**src/rtl/charlieplex_pwm_scheduler.sv**
```systemverilog
// Charlieplexer scan scheduler: double-buffered brightness framebuffer, per-pixel dead-time then PWM on-phase.
// Define CHARLIEPLEX_GAMMA_EN for a squared (b*b/P) brightness curve; the default build is linear.
module charlieplex_pwm_scheduler #(
    parameter int PIXELCOUNT = 12,
    parameter int BRIGHTBITS = 4,
    parameter int DEADCYCLES = 2,
    localparam int INDEXBITS = $clog2(PIXELCOUNT)
) (
    input  logic                  clk,
    input  logic                  rst,
    input  logic                  enable,
    input  logic                  wr_valid,
    output logic                  wr_ready,
    input  logic [INDEXBITS-1:0]  wr_addr,
    input  logic [BRIGHTBITS-1:0] wr_data,
    input  logic                  swap_req,
    output logic                  swap_done,
    output logic                  frame_start,
    output logic [INDEXBITS-1:0]  led_index,
    output logic                  led_enable
);

    // state  | meaning
    // S_IDLE | scan stopped, LEDs dark; pending swap executes here
    // S_DEAD | all pins tristated before the pixel's on-phase
    // S_ON   | PWM on-phase for pixel pix

    localparam int P       = (1 << BRIGHTBITS) - 1;
    localparam int DEADW   = $clog2(DEADCYCLES + 1);
    localparam int CNTBITS = (BRIGHTBITS > DEADW) ? BRIGHTBITS : DEADW;

    localparam logic [CNTBITS-1:0]   DEAD_LAST = CNTBITS'(DEADCYCLES - 1);
    localparam logic [CNTBITS-1:0]   ON_LAST   = CNTBITS'(P - 1);
    localparam logic [INDEXBITS-1:0] PIX_LAST  = INDEXBITS'(PIXELCOUNT - 1);

    typedef enum logic [1:0] {S_IDLE, S_DEAD, S_ON} state_t;

    state_t                state, state_n;
    logic [INDEXBITS-1:0]  pix, pix_n;
    logic [CNTBITS-1:0]    cnt, cnt_n;
    logic                  bank;
    logic                  swap_pending;
    logic                  load_on;
    logic                  flip_now;
    logic [BRIGHTBITS-1:0] ontime_q;
    logic [BRIGHTBITS-1:0] front_val;
    logic [BRIGHTBITS-1:0] fb [2][PIXELCOUNT];

`ifdef CHARLIEPLEX_GAMMA_EN
    function automatic logic [BRIGHTBITS-1:0] ontime(input logic [BRIGHTBITS-1:0] b);
        logic [2*BRIGHTBITS-1:0] sq;
        sq = {{BRIGHTBITS{1'b0}}, b} * {{BRIGHTBITS{1'b0}}, b};
        return BRIGHTBITS'(sq / (2*BRIGHTBITS)'(P));
    endfunction
`else
    function automatic logic [BRIGHTBITS-1:0] ontime(input logic [BRIGHTBITS-1:0] b);
        return b;
    endfunction
`endif

    assign front_val = fb[bank][pix];

    // The flip lands on the frame-boundary edge, or immediately while idle.
    assign flip_now = swap_pending &&
                      ((state == S_IDLE) ||
                       (state == S_ON && pix == PIX_LAST && cnt == ON_LAST));

    always_comb begin
        state_n = state;
        pix_n   = pix;
        cnt_n   = cnt;
        load_on = 1'b0;
        case (state)
            S_IDLE: begin
                if (enable) begin
                    state_n = S_DEAD;
                    pix_n   = '0;
                    cnt_n   = '0;
                end
            end
            S_DEAD: begin
                if (!enable) begin
                    state_n = S_IDLE;
                    pix_n   = '0;
                    cnt_n   = '0;
                end else if (cnt == DEAD_LAST) begin
                    state_n = S_ON;
                    cnt_n   = '0;
                    load_on = 1'b1;
                end else begin
                    cnt_n = cnt + CNTBITS'(1);
                end
            end
            S_ON: begin
                if (!enable) begin
                    state_n = S_IDLE;
                    pix_n   = '0;
                    cnt_n   = '0;
                end else if (cnt == ON_LAST) begin
                    state_n = S_DEAD;
                    cnt_n   = '0;
                    pix_n   = (pix == PIX_LAST) ? '0 : pix + INDEXBITS'(1);
                end else begin
                    cnt_n = cnt + CNTBITS'(1);
                end
            end
            default: begin
                state_n = S_IDLE;
                pix_n   = '0;
                cnt_n   = '0;
            end
        endcase
    end

    always_ff @(posedge clk) begin
        if (rst) begin
            state        <= S_IDLE;
            pix          <= '0;
            cnt          <= '0;
            bank         <= 1'b0;
            swap_pending <= 1'b0;
            ontime_q     <= '0;
            for (int b = 0; b < 2; b++) begin
                for (int i = 0; i < PIXELCOUNT; i++) begin
                    fb[b][i] <= '0;
                end
            end
        end else begin
            state <= state_n;
            pix   <= pix_n;
            cnt   <= cnt_n;
            if (load_on) begin
                ontime_q <= ontime(front_val);
            end
            if (flip_now) begin
                bank <= ~bank;
            end
            // A request coinciding with the flip survives for the next frame.
            swap_pending <= swap_req | (swap_pending & ~flip_now);
            if (wr_valid && wr_ready && (32'(wr_addr) < PIXELCOUNT)) begin
                fb[~bank][wr_addr] <= wr_data;
            end
        end
    end

    assign led_index   = pix;
    assign led_enable  = (state == S_ON) && (cnt < CNTBITS'(ontime_q));
    assign frame_start = (state == S_DEAD) && (pix == '0) && (cnt == '0);
    assign swap_done   = flip_now;
    assign wr_ready    = ~flip_now;

endmodule

```
**config.mk**
```make
export PLATFORM = sky130hd
export DESIGN_NAME = charlieplex_pwm_scheduler
export DESIGN_NICKNAME = d
export VERILOG_FILES = /design/src/rtl/charlieplex_pwm_scheduler.sv
export SDC_FILE = /design/constraint.sdc
export NUM_CORES = 1
export LEC_CHECK = 0
export BUFFER_PORTS_ARGS = -buffer_cell sky130_fd_sc_hd__buf_2
export CAP_MARGIN = 20
export CORE_ASPECT_RATIO = 0.75
export CORE_MARGIN = 4
export CORE_UTILIZATION = 45
export CTS_CLUSTER_DIAMETER = 80
export DETAILED_ROUTE_END_ITERATION = 7
export GPL_TIMING_DRIVEN = 0
export MAX_ROUTING_LAYER = met4
export PLACE_DENSITY = 0.59
export SYNTH_ARGS = -nofsm -noshare
export SYNTH_HDL_FRONTEND = slang
export SYNTH_SLANG_ARGS = --single-unit
```
**constraint.sdc**
```tcl
create_clock -name clk -period 2.6 [get_ports clk]
set_clock_uncertainty 0.2 [all_clocks]
set_input_delay 0.39 -clock clk [delete_from_list [all_inputs] [get_ports clk]]
set_output_delay 0.39 -clock clk [all_outputs]
set_load 0.03 [all_outputs]
```
Word level (Yosys, flattened, before mapping)
Memory sizes are Yosys's and may differ from the RTL's. A register that Yosys moved wholly into a read port is not among the register bits.
Cells that the tools add are included.

word-level totals
  bits in writable memories = 96
  logic and storage cells = 80
  ROM bits = 0
  memories = 1
  register bits after elaboration = 16
  input port bits = 13
  latch bits = 0

operators by class
  multiply operators = 0
  bitwise gates (word level) = 6
  magnitude comparators = 5
  eq/ne operators = 9
  reduce and logical (&&, ||, !) cells = 16
  add/sub/neg operators = 2
  shift operators = 0
  muxes and demuxes = 35
  div/mod/pow operators = 0

memories
  name  depth  width  rd ports  clocked after Yosys merged registers in  wr ports  RTL line  RTL
  fb    2      48     1         1                                        2         47        logic [BRIGHTBITS-1:0] fb [2][PIXELCOUNT];

operators by type and width
  cell                   number
  $mux W48               3
  $mux W4                12
  $reduce_or A48 Y1      1
  $pmux W4 S3            2
  $bmux W4 S4            1
  $demux W4 S4           1
  $ge A5 B5 Y1 const B   2
  $mux W1                10
  $mux W2                5
  $not A4 Y5             2
  $logic_and A1 B1 Y1    9
  $add A4 B1 Y4 const B  2
  $eq A4 B4 Y1 const B   2
  $logic_not A4 Y1       2
  $ne A3 B3 Y1 const B   2
  $pmux W2 S3            1
  $reduce_and A3 Y1      2
  $lt A5 B1 Y1 const B   1
  $eq A4 B1 Y1 const B   1
  $lt A4 B4 Y1           1
  $lt A4 B4 Y1 const B   1
  $ne A2 B2 Y1 const B   2
  $eq A2 B1 Y1 const B   1
  $eq A2 B2 Y1 const B   1
  5 further kinds        6

Depth between registers and ports, before layout
  depth after elaboration = 13
  mapped depth = 9
  gate-level depth less buffers = 7

Least setup slack after synthesis
No wires, ideal clock.

  path kind = register to output
  from = reg pix[0], in the netlist led_index[0]
  to = out swap_done
  required time = 2.010 ns
  cell stages (with the launch flop) = 6
  path slack = -0.130 ns
  buffers on the path = 0
  arrival time = 2.140 ns
  cell sequence = dfxtp_1 -> ha_1 -> nand3b_1 -> nor3_1 -> o21ai_0 -> inv_1

between the ends
  word-level cells in the longest chain between the ends = 5

RTL lines
  what                               RTL line  RTL
  start: declaration                 39        logic [INDEXBITS-1:0] pix, pix_n;
  start signal: assignment           130       pix <= pix_n;
  $eq A4 B4 Y1                       66        (state == S_ON && pix == PIX_LAST && cnt == ON_LAST));
  $logic_and A1 B1 Y1 (2 in series)  66
  $logic_or A1 B1 Y1                 65        ((state == S_IDLE) ||
  $logic_and A1 B1 Y1                64        assign flip_now = swap_pending &&
  end: declaration                   17        output logic swap_done,

No other way between the ends.

==> impl_results.md <==
* Worst setup EP type: flop
* Hold Crit Class: in -> reg
* CTS clk-pin slew, worst paths at roughly 0.05 ns
* DRT iter0 DRCs at between 400 and 500
* Post-synth top flop: edfxtp_1
* Top-area cell type share of the netlist area at 0.5314
* Req. time, crit path at around 2.5 ns
* TritonCTS Sinks at 113
* Max Slew Vio Count at 0
* Top delay family on crit path: simple AND/OR/NAND/NOR gates
* H-Tree Depth at 4
* Most frequent cells in the layout: 96 x edfxtp_1, 49 x mux2i_1, 46 x nor2_1, 36 x nand2_1, 30 x nor3_1
* Crit path DAT at around 2.5 ns
* Synth top area cells: edfxtp_1 53%, mux2i_1 9.0%, dfxtp_1 6.3%, nor2_1 3.7%, nor3_1 3.0%
* Core Region at 11700 µm²
* Post-route cell area at 6549 µm²
* TNS Setup at 0 ns
* Post-Route WL at around 15 mm
* Reg2reg start: state[0]$_SDFFE_PP0P_
* Antenna viol nets, final at 0
* Tot GR Track Use at 0.2359
* Ys async rst share at 0
* Vias per cell at between 5 and 6
* Placed instance area at about 5700 µm²
* Number of enable flip-flop cells after synthesis at between 90 and 100
* VDD IR max at around 0.00051 V
* Mapped Area at between 5000 and 6000 µm²
* Syn. warnings at 0
* First-pass GRT wire length at ~23 mm
* PD cells at 773.4 nW/µm²
* GPL Wtd Cong at around 0.94
* Initial core utilization at 0.4637
* Commonest non-fill, non-tap cell in the layout: edfxtp_1
* Cell Rows at 34
* Remaining routing DRC violations at 0
* Num CTS Buffers at 17
* Number of synthesized register bits at 113
* Die area at between 10000 and 15000 µm²
* Crit path launch: state[0]$_SDFFE_PP0P_
* Leak at about 2.3 nW
* Synth cell types at 47
* Slowest stage cell, crit path: a211oi_4
* Largest net degree at the start of global routing at 17
* Maxcap violations at 0
* PortBufs at 20
* Status: completed
* Area delta synth->final at 20.71%
* Fin crit share at 0.9672
* Tot Pwr at roughly 0.0051 W
* Root Driver: clkbuf_16
* Final min period at approximately 2.5 ns
* Initial antenna violation count at 0
* Final setup violation count at 0
* Hold Vio Cnt, Final at 0
* Startpoint Class: flop
* Worst stage delay on the critical path at roughly 0.46 ns
* WP buf/inv at 2
* RSZ-0062 raised after global routing: false
* Number of global-route vias before repair at 3821
* Worst Path Max Fanout at 10
* Critical path cell sequence: inv_1, ha_2, nand2_1, nand4b_1, a211oi_4, buf_2, nor2_1
* Worst relative slew slack at 0.5747
* Hold_sp: swap_req
* GR Overflow Total at 0
* Worst-Margin Slew at approximately 0.64 ns
* Total number of vias at approximately 4000
* CTS tree: built
* Setup CP Type: reg -> reg
* Worst skew pair latency at about 0.41 ns
* Nets@finish at between 500 and 600
* WL/cell at approximately 22 µm
* Share of cells above drive strength 1 at 0.2165
* Die Ht at 103.1 µm
* Seq/Total Area, Yosys at 0.5941
* Fmax at ~400 MHz
* Ant. Diodes at 0
* Post-synthesis cell count at 466
* Clock Tree Buf Depth at 2
* Syn_area_per_cell at 11.64 µm²
* # IOs at 21
* Syn nets at slightly below 500
* TritonRoute pass-1 iters at 6
* Post-DP HPWL at 10.77 mm
* Area leader, netlist: edfxtp_1
* Chip Width at approximately 130 µm
[kinds of logic (layout without fill, tap and decap cells)]
kind of cell,Yosys count,in the layout,synth area share
AOI/OAI and AO/OA,79,79,0.1040
xor gates and xnor gates,1,1,0.001615
adders and majority gates,9,9,0.02076
buffers and inverters,39,95,0.03067
DFF,113,113,0.5941
muxes,49,49,0.09041
and+or+nand+nor,176,176,0.1584
[path summary, 6_finish.rpt]
kind,endpoint,slack [ns],cells past startpoint
worst max-delay path,fb[1][37]$_DFFE_PP_,0.09,7
worst min register to register,state[1]$_SDFFE_PP0P_,0.28,2
worst min-delay path,swap_pending$_SDFF_PP0_,0.008,3
worst max register to register,fb[1][37]$_DFFE_PP_,0.09,7
[metrics by stage]
step	setup slack (ns)	util	hold slack, ns	cells
after floorplan	0.07770	-	0.2616	466
after global placement	-0.6418	0.4896	0.2776	648
after detailed placement	-0.6432	0.4896	0.2947	648
after CTS	0.01946	0.5544	0.0001252	684
after global routing	0.0003362	0.5598	0.01430	684
final	0.08531	0.5598	0.007893	684
[Yosys cell counts, types with 2 or more instances]
cell type / instances
a21o_1: 4
a21oi_1: 12
a22o_1: 8
a22oi_1: 12
a311oi_1: 4
a31o_2: 4
a31oi_1: 17
and2_1: 7
and4_1: 3
buf_1: 3
buf_2: 9
clkbuf_1: 14
dfxtp_1: 17
edfxtp_1: 96
ha_1: 9
inv_1: 11
mux2i_1: 49
nand2_1: 38
nand2b_1: 7
nand3_1: 7
nand4b_1: 3
nor2_1: 54
nor2b_1: 9
nor3_1: 32
nor4b_1: 2
o21ai_0: 4
o21bai_1: 8
or2_2: 3
or3_1: 2
[sequential cells by signal, summed over array words and instances (netlist names), named ones only]
signal,cells
state,2
led_index,4
bank,1
ontime_q,4
cnt,4
fb,96
swap_pending,1
[cell type report]
cell class | count | area, µm²
plain buffers | 28 | 140.1
clock buffers | 27 | 576.8
clock inverters | 5 | 56.30
fillers | 1006 | 5150
inverters | 11 | 41.29
multi-input cells | 314 | 2161
flip-flops and latches | 113 | 3234
well taps | 162 | 202.7
repair buffers | 24 | 136.4
[tightest hold or removal path, cell delays in order]
cell	delay [ns]
buf_2	0.08
a21oi_1	0.03
nor2_1	0.08
[metal layers]
metal | vias to the layer above | track usage | routed length (µm)
met1 | 1952 | 0.3351 | 7209
met2 | 190 | 0.3235 | 6273
met3 | 18 | 0.07707 | 1507
met5 | - | - | 0
met4 | 0 | 0.06495 | 155
li1 | 1830 | - | -
[where the power goes]
part           switching [W]  total, W  internal (W)
Sequential         0.0000313   0.00209       0.00206
Combinational       0.000354  0.000552      0.000198
Clock               0.000810   0.00243       0.00162
Total                0.00120   0.00506       0.00387
[what timing repair did]
item / in CTS / in global routing
hold buffers: 0 / 0
resized for setup: 34 / 18
pin swaps: 5 / 2
endpoints found under the setup margin: 174 / 133
setup buffers: 4 / 0
Power figures use the tool's default switching activity.
